===== src/rtl/multiplier_arbiter.sv =====
// Round-robin arbiter that shares one external multiplier among NUM_REQ requesters.
// Each grant runs one transaction: issue operands, wait for the result or a timeout, then respond.
module multiplier_arbiter #(
  parameter int DATA_WIDTH = 32,
  parameter int NUM_REQ    = 4,
  parameter int TIMEOUT    = 64
) (
  input  logic                          clk_i,
  input  logic                          rst_n_i,
  input  logic                          clk_en_i,
  input  logic [NUM_REQ-1:0]            req_valid_i,
  input  logic [NUM_REQ*DATA_WIDTH-1:0] req_operand_A_i,
  input  logic [NUM_REQ*DATA_WIDTH-1:0] req_operand_B_i,
  output logic [NUM_REQ-1:0]            req_ready_o,
  output logic                          resp_valid_o,
  output logic [$clog2(NUM_REQ)-1:0]    resp_id_o,
  output logic [2*DATA_WIDTH-1:0]       resp_result_o,
  output logic                          resp_error_o,
  output logic [DATA_WIDTH-1:0]         mul_operand_A_o,
  output logic [DATA_WIDTH-1:0]         mul_operand_B_o,
  output logic                          mul_valid_entry_o,
  input  logic [2*DATA_WIDTH-1:0]       mul_result_i,
  input  logic                          mul_data_valid_i,
  input  logic                          mul_busy_i
);

  localparam int IDW = $clog2(NUM_REQ);
  localparam int CW  = $clog2(TIMEOUT + 1);
  localparam int RW  = 2 * DATA_WIDTH;

  typedef enum logic [1:0] {IDLE, ISSUE, WAIT, RESPOND} state_t;

  state_t                state_q, state_d;
  logic [IDW-1:0]        ptr_q, ptr_d;
  logic [CW-1:0]         cnt_q, cnt_d;
  logic [DATA_WIDTH-1:0] op_a_q, op_a_d;
  logic [DATA_WIDTH-1:0] op_b_q, op_b_d;
  logic [IDW-1:0]        id_q, id_d;
  logic [IDW-1:0]        resp_id_q, resp_id_d;
  logic [RW-1:0]         result_q, result_d;
  logic                  error_q, error_d;

  logic                  grant_found;
  logic [IDW-1:0]        grant_idx;
  logic [NUM_REQ-1:0]    req_ready;
  logic                  mul_valid;
  logic                  resp_valid;
  logic [CW-1:0]         cnt_inc;

  // Search starts just after the last winner, so that winner has lowest priority.
  always_comb begin : rr_search
    int cand;
    grant_found = 1'b0;
    grant_idx   = '0;
    for (int i = 1; i <= NUM_REQ; i++) begin
      cand = int'(ptr_q) + i;
      if (cand >= NUM_REQ) cand = cand - NUM_REQ;
      if (!grant_found && req_valid_i[IDW'(cand)]) begin
        grant_found = 1'b1;
        grant_idx   = IDW'(cand);
      end
    end
  end

  always_comb begin
    state_d    = state_q;
    ptr_d      = ptr_q;
    cnt_d      = cnt_q;
    op_a_d     = op_a_q;
    op_b_d     = op_b_q;
    id_d       = id_q;
    resp_id_d  = resp_id_q;
    result_d   = result_q;
    error_d    = error_q;
    req_ready  = '0;
    mul_valid  = 1'b0;
    resp_valid = 1'b0;
    cnt_inc    = cnt_q + CW'(1);
    if (clk_en_i) begin
      case (state_q)
        IDLE: begin
          if (grant_found && !mul_busy_i) begin
            req_ready[grant_idx] = 1'b1;
            ptr_d   = grant_idx;
            id_d    = grant_idx;
            op_a_d  = req_operand_A_i[int'(grant_idx)*DATA_WIDTH +: DATA_WIDTH];
            op_b_d  = req_operand_B_i[int'(grant_idx)*DATA_WIDTH +: DATA_WIDTH];
            state_d = ISSUE;
          end
        end
        ISSUE: begin
          mul_valid = 1'b1;
          cnt_d     = '0;
          state_d   = WAIT;
        end
        WAIT: begin
          // Valid data takes precedence over a timeout landing in the same cycle.
          if (mul_data_valid_i) begin
            result_d  = mul_result_i;
            error_d   = 1'b0;
            resp_id_d = id_q;
            state_d   = RESPOND;
          end else if (cnt_inc == CW'(TIMEOUT)) begin
            result_d  = '0;
            error_d   = 1'b1;
            resp_id_d = id_q;
            state_d   = RESPOND;
          end else begin
            cnt_d = cnt_inc;
          end
        end
        RESPOND: begin
          resp_valid = 1'b1;
          state_d    = IDLE;
        end
        default: state_d = IDLE;
      endcase
    end
  end

  always_ff @(posedge clk_i or negedge rst_n_i) begin
    if (!rst_n_i) begin
      state_q   <= IDLE;
      ptr_q     <= IDW'(NUM_REQ - 1);
      cnt_q     <= '0;
      op_a_q    <= '0;
      op_b_q    <= '0;
      id_q      <= '0;
      resp_id_q <= '0;
      result_q  <= '0;
      error_q   <= 1'b0;
    end else begin
      state_q   <= state_d;
      ptr_q     <= ptr_d;
      cnt_q     <= cnt_d;
      op_a_q    <= op_a_d;
      op_b_q    <= op_b_d;
      id_q      <= id_d;
      resp_id_q <= resp_id_d;
      result_q  <= result_d;
      error_q   <= error_d;
    end
  end

  // Strobes are forced low while reset is held, even with requests pending.
  assign req_ready_o       = rst_n_i ? req_ready : '0;
  assign mul_valid_entry_o = rst_n_i & mul_valid;
  assign resp_valid_o      = rst_n_i & resp_valid;
  assign resp_id_o         = resp_id_q;
  assign resp_result_o     = result_q;
  assign resp_error_o      = error_q;
  assign mul_operand_A_o   = op_a_q;
  assign mul_operand_B_o   = op_b_q;

endmodule

===== config.mk =====
export PLATFORM = sky130hd
export DESIGN_NAME = multiplier_arbiter
export DESIGN_NICKNAME = d
export VERILOG_FILES = /design/src/rtl/multiplier_arbiter.sv
export SDC_FILE = /design/constraint.sdc
export NUM_CORES = 1
export LEC_CHECK = 0
export CAP_MARGIN = 20
export CORE_AREA = 4 4 178 180
export DETAILED_ROUTE_END_ITERATION = 12
export DIE_AREA = 0 0 182 184
export SYNTH_ARGS = -nofsm -noshare
export SYNTH_HDL_FRONTEND = slang
export SYNTH_SLANG_ARGS = --single-unit

===== constraint.sdc =====
create_clock -name clk_i -period 2.57 [get_ports clk_i]
set_input_delay 0.514 -clock clk_i [delete_from_list [all_inputs] [get_ports clk_i]]
set_output_delay 0.514 -clock clk_i [all_outputs]
set_load 0.01 [all_outputs]

==> qor.yml, run 1 <==
placed_design:
  port_buffers: 465
  globalplace.congestion: 0.8632
  pre_cts_ws_ns: -0.3875
  dp_hpwl_um: 25740
worst_setup_path:
  cp.arrival_ns: 1.98
  slowest_stage: "clkdlybuf4s50_1"
  worst-setup-path-type: "input pin to output port"
  worstPathMaxFanout: 9
  cp_top_family: "buffers and inverters"
  critPathBufInv: 3
  start_kind: "input pin"
  end_kind: "output port"
  required_ns: 2.06
  max_stage_delay_ns: 0.58
  crit_chain: "dlygate4sd3_1 > buf_6 > and3_1 > clkdlybuf4s50_1"
flow_run:
  drv_cap: 0
timing:
  timing.hold.ws_ns: 0.4791
  layout_worst_path_cycle_share: 0.9717
  max_freq_ghz: 0.4004
  rsz0062_at_grt: "yes"
  tightest_slew_ns: 0.6575
  maxSlewHeadroom: 0.5617
  slew_violations: 0
  finalHoldViolations: 0
  finClkSkew_ns: 0.01429
  setup_viol: 0
  fin_ws_ns: 0.07266
  fin_crit_ns: 2.497
die:
  core_area_sq_mm: 0.03019
  die_w_um: 182
  rows: 64
  die_area_sq_mm: 0.03349
  die_height_um: 184
  io_pins: 466
  initial_core_util: 0.2614
routing:
  route.detailed.drc: 0
  drtPass1Iterations: 4
  drtIter0Drc: 338
  vias: 7955
  routedWlPerCell_um: 21.33
  drtAntennaViolNets: 0
  wl_um: 33980
  viasPerCell: 4.994
min_path:
  min_path_type: "input pin to asynchronous set/reset pin"
final_layout:
  drive_gt1_frac: 0.1589
  fin_nets: 1518
  area_delta_synth_final_pct: 76.33
  nFillCells: 2815
synthesis:
  synth_most_common_cell: "dfrtp_1"
  yosys_register_bits: 144
  ys_top_cells_by_count: "dfrtp_1 (142), nand3_1 (131), a22o_1 (65), mux2i_1 (65), a221o_1 (64)"
  syn_nets: 1036
  synth-async-reset-ratio: 1.000
  syn_avg_cell_area_sq_um: 11.26
  synth_warnings: 0
  synth-edff-count: 0
  synthDistinctLibCells: 46
  synth-main-ff-cell: "dfrtp_1"
  netlist_area_sq_mm: 0.007893
  postSynthCellCount: 701
  synthTopCellsByArea: "dfrtp_1 (45%), mux2_2 (8.8%), nand3_1 (8.3%)"
  yosysTopAreaCell: "dfrtp_1"
  yosysTopAreaCellShare: 0.4502
  synth-seq-area-share: 0.4569
global_routing:
  grt_pass1_wl_um: 49860
  grt_start_max_net_pins: 108
  grt_usage: 0.1914
  grt.overflow.total: 0
  first_global_vias: 8275
  antenna_found_initial: 1
clock_tree:
  cts-htree-levels: 4
  cts_made_buffers: 17
  clk_path_buf_depth: 2
  cts_tree: "done"
  clkSlewWorstSetupHoldPaths_ns: 0.07
  clockRootBuffer: "clkbuf_16"
  clock_latency_ns: 0.42
  cts.sinks: 144
power:
  p_leak_uw: 0.005767
  p_per_area_mw_per_mm2: 938.6
  ir_drop_mv: 0.4283
status:
  outcome: "completed"
## final timing paths
check | from | to | slack, ns | depth (start not counted)
setup reg to reg | ptr_q[1] | mul_operand_A_o[16] | 0.11 | 8
hold reg to reg | id_q[0] | resp_id_o[0] | 0.49 | 1
min in group clk_i | id_q[0] | resp_id_o[0] | 0.49 | 1
max in group asynchronous | rst_n_i | mul_operand_B_o[15] | 1.25 | 3
hold / removal | rst_n_i | cnt_q[2] | 0.48 | 2
setup / recovery | rst_n_i | resp_valid_o | 0.07 | 4
## cell usage in the layout, fill, tap and decap left out, drive strengths merged, types with 2 or more instances in the layout
cell           instances
dlygate4sd2            4
and2                   2
a21oi                  7
clkinvlp               3
or4                    2
nor4                   2
clkdlybuf4s50        456
nand3                131
nand2                  6
clkbuf                18
a31oi                  3
a221o                 64
dfstp                  2
a22o                  65
a21o                   2
inv                   16
buf                   74
ha                     6
mux2                  68
nand2b                 5
and3b                  2
o32ai                  2
o21ai                  8
mux2i                 65
and3                   7
nor2                  12
dfrtp                142
clkinv                 4
nor2b                  3
## kinds of logic after synthesis
group,Yosys count,synth area share
AO/OA/AOI/OAI,159,0.1807
adder cells (fa/ha/maj),6,0.009511
AND/OR/NAND/NOR,178,0.1162
buffers and inverters,81,0.05723
flip-flops,144,0.4569
multiplexers,133,0.1795
## routing by layer
layer	routed length, um	track usage	part of all wire	vias up
li1	-	-	-	3695
met1	13770	0.2338	0.41	3906
met2	17000	0.3334	0.50	326
met3	2684	0.05975	0.079	28
met4	521	0.04143	0.015	0
met5	0	0	0	-
## metrics by stage
| stage | utilization | cell area [sq um] | instances | total power [uW] | setup TNS (ns) |
|---|---|---|---|---|---|
| after detailed placement | 0.4387 | 13250 | 1551 | 10570 | -21.80 |
| after global placement | 0.4387 | 13250 | 1551 | 10520 | -18.05 |
| final | 0.4610 | 13920 | 1593 | 13060 | 0 |
| after floorplan | - | 7893 | 701 | 6951 | 0 |
| after CTS | 0.4600 | 13890 | 1589 | 13200 | 0 |
| after global routing | 0.4610 | 13920 | 1593 | 13790 | -0.01477 |
## area by class of cell
| class | count | area (sq um) | area share |
|---|---|---|---|
| multi-input combinational | 476 | 3929 | 0.2823 |
| inverter | 9 | 33.78 | 0.002427 |
| clock buffer | 18 | 439.2 | 0.03156 |
| timing repair buffer | 535 | 5270 | 0.3787 |
| tap | 396 | 495.5 | 0.03560 |
| antenna | 1 | 2.502 | 0.0001798 |
| clock inverter | 14 | 141.4 | 0.01016 |
| sequential | 144 | 3606 | 0.2591 |
## flip-flops by register name, summed over array words and instances, names as in the netlist
signal,cells
mul_operand_A_o,32
id_q,2
resp_error_o,1
resp_id_o,2
mul_operand_B_o,32
state_q,2
cnt_q,7
resp_result_o,64
ptr_q,2
## power by group
part	leakage [uW]	internal, uW	switching, uW
Clock	0.000275	1310	1150
Combinational	0.00369	3870	2790
Sequential	0.00180	3290	644
## what timing repair did
action | in CTS | in global routing
setup buffers | 5 | 3
hold endpoints to repair | 1 | 0
gates cloned | 0 | 0
resized for setup | 25 | 5
hold buffers | 1 | 0
endpoints found under the setup margin | 4 | 4
pin swaps | 5 | 3
## worst register-to-register path, cell delays in order, from the launching register on
cell     delay [ns]
dfstp_2        0.61
mux2i_2        0.25
o22ai_2        0.14
a21oi_4        0.14
buf_6          0.13
buf_4          0.21
buf_4          0.20
mux2_2         0.35
a221o_1        0.32
Power figures use the tool's default switching activity.
==> run 2, diff against run 1 <==
- GPL_TIMING_DRIVEN: not set -> 0
- SETUP_SLACK_MARGIN: not set -> 0.5
==> run 2 against run 1 <==
  * The flow now finishes with violations (hold timing, setup timing)
  * Power rose by 9.7%
  * Design area rose by 8.1%
  * Count of clock-buffer cells in the layout fell by 1
  * Die area did not move
==> qor.yml, run 2 (synthesis results as in run 1) <==
status:
  outcome: "complete, but fails checks"
  violations: "hold timing, setup timing"
placed_design:
  globalplace.congestion: 0.8379
  dp_hpwl_um: 28330
  placed_cells: 1563
  port_buffers: 465
power:
  ir_drop_mv: 0.4144
  p_leak_uw: 0.006478
  p_per_area_mw_per_mm2: 952.0
worst_setup_path:
  slowest_stage: "dfstp_2"
  cp_top_family: "flip-flops"
  start_kind: "flip-flop"
  end_kind: "output port"
  required_ns: 2.06
  worstPathMaxFanout: 3
  cp.arrival_ns: 2.18
  critPathBufInv: 3
  max_stage_delay_ns: 0.53
  worst-setup-path-type: "flip-flop to output port"
  crit_chain: "and3b_2 > o32a_1 > clkbuf_8 > nor2_4 > buf_8 > and3_4 > buf_6"
timing:
  max_freq_ghz: 0.3711
  finalHoldViolations: 1
  finClkSkew_ns: 0.02265
  fin_crit_ns: 2.695
  slew_violations: 0
  timing.hold.ws_ns: -0.001028
  fin_ws_ns: -0.1249
  tightest_slew_ns: 0.6047
  maxSlewHeadroom: 0.5968
  rsz0062_at_grt: "yes"
  layout_worst_path_cycle_share: 1.049
  setup_viol: 4
die:
  core_area_sq_mm: 0.03019
  initial_core_util: 0.2614
  io_pins: 466
  rows: 64
  die_w_um: 182
  die_area_sq_mm: 0.03349
  die_height_um: 184
min_path:
  min_path_type: "input pin to asynchronous set/reset pin"
clock_tree:
  cts-htree-levels: 4
  cts_hold_buf: 0
  clkSlewWorstSetupHoldPaths_ns: 0.08
  cts.sinks: 144
  clk_path_buf_depth: 2
  clockRootBuffer: "clkbuf_16"
  cts_tree: "done"
  clock_latency_ns: 0.43
  cts_made_buffers: 17
routing:
  wl_um: 39070
  drtIter0Drc: 412
  routedWlPerCell_um: 23.58
  viasPerCell: 5.049
  route.detailed.drc: 0
  drtAntennaViolNets: 0
  vias: 8367
  drtPass1Iterations: 4
final_layout:
  fin_nets: 1581
  layout.cells.most_common_list: "clkdlybuf4s50_1 (452), dfrtp_1 (138), nand3_1 (127)"
  largest_reg_flops: 64
  layout_commonest_cell: "clkdlybuf4s50_1"
  area_delta_synth_final_pct: 90.69
  nFillCells: 2789
  fin_cells: 1657
  drive_gt1_frac: 0.2075
global_routing:
  first_global_vias: 8838
  grt_usage: 0.2184
  grt_start_max_net_pins: 96
  antenna_found_initial: 3
  grt.overflow.total: 0
  grt_pass1_wl_um: 55850
flow_run:
  drv_cap: 0
run 2: cell count changes in the layout (fill, tap and decap cells not counted), moves of 6 or more:
| cell | delta |
|---|---|
| mux2_4 | +68 |
| mux2_2 | -62 |
| buf_4 | -26 |
| buf_6 | +23 |
| buf_8 | +17 |
| clkbuf_16 | +14 |
| clkbuf_1 | +13 |
| clkbuf_2 | +11 |
| buf_2 | +8 |
| mux2_1 | -6 |
run 2: path summary, 6_finish.rpt:
path / start / end / slack [ns] / cells after the start
worst min register to register: resp_result_o[34] / resp_result_o[34] / 0.50 / 1
max in group asynchronous: rst_n_i / mul_operand_A_o[26] / 1.73 / 2
worst max-delay path: ptr_q[0] / req_ready_o[0] / -0.12 / 7
worst max register to register: ptr_q[1] / mul_operand_B_o[24] / 0.02 / 11
worst min-delay path: rst_n_i / resp_result_o[6] / -0.001 / 1
min in group clk_i: resp_result_o[34] / resp_result_o[34] / 0.50 / 1
run 2: final cells by class:
| class | instances | area [sq um] | area share |
|---|---|---|---|
| diodes | 3 | 7.507 | 0.0004988 |
| plain buffers | 72 | 710.7 | 0.04722 |
| repair buffers | 526 | 5408 | 0.3593 |
| clock inverters | 14 | 120.1 | 0.007981 |
| multi-input cells | 476 | 4239 | 0.2817 |
| inverters | 9 | 33.78 | 0.002245 |
| well taps | 396 | 495.5 | 0.03292 |
| flip-flops and latches | 144 | 3611 | 0.2399 |
| clock buffers | 17 | 425.4 | 0.02826 |
run 2: what timing repair did:
| item | CTS | global route |
|---|---|---|
| setup endpoints to repair | 140 | 134 |
| setup buffers | 31 | 18 |
| pin swaps | 23 | 45 |
| gates cloned | 4 | 7 |
| gates resized for setup | 144 | 88 |
| endpoints found under the hold margin | 0 | 0 |
run 2: power by group:
group / switching, uW / internal [uW]
clock network: 1170 / 1270
registers: 641 / 3290
logic: 3270 / 4690
total: 5080 / 9250
run 2: per-stage QoR:
stage,util,area [sq um],TNS [ns],setup slack [ns],total power [uW]
global route,0.4985,15050,-1.735,-0.2015,15060
detailed placement,0.4377,13210,-53.96,-1.214,10590
finish,0.4985,15050,-0.3241,-0.1249,14330
CTS,0.4804,14500,-0.4329,-0.1593,14000
floorplan,-,8031,0,0.3696,7042
global placement,0.4366,13180,-873.07,-5.717,10560
run 2: layer usage:
| layer | global-route usage | vias up | wire length, um | part of all wire |
|---|---|---|---|---|
| met1 | 0.2661 | 4106 | 15270 | 0.39 |
| met5 | 0 | - | 0 | 0 |
| li1 | - | 3825 | - | - |
| met3 | 0.06055 | 37 | 3116 | 0.080 |
| met2 | 0.3877 | 399 | 19990 | 0.51 |
| met4 | 0.04593 | 0 | 697 | 0.018 |
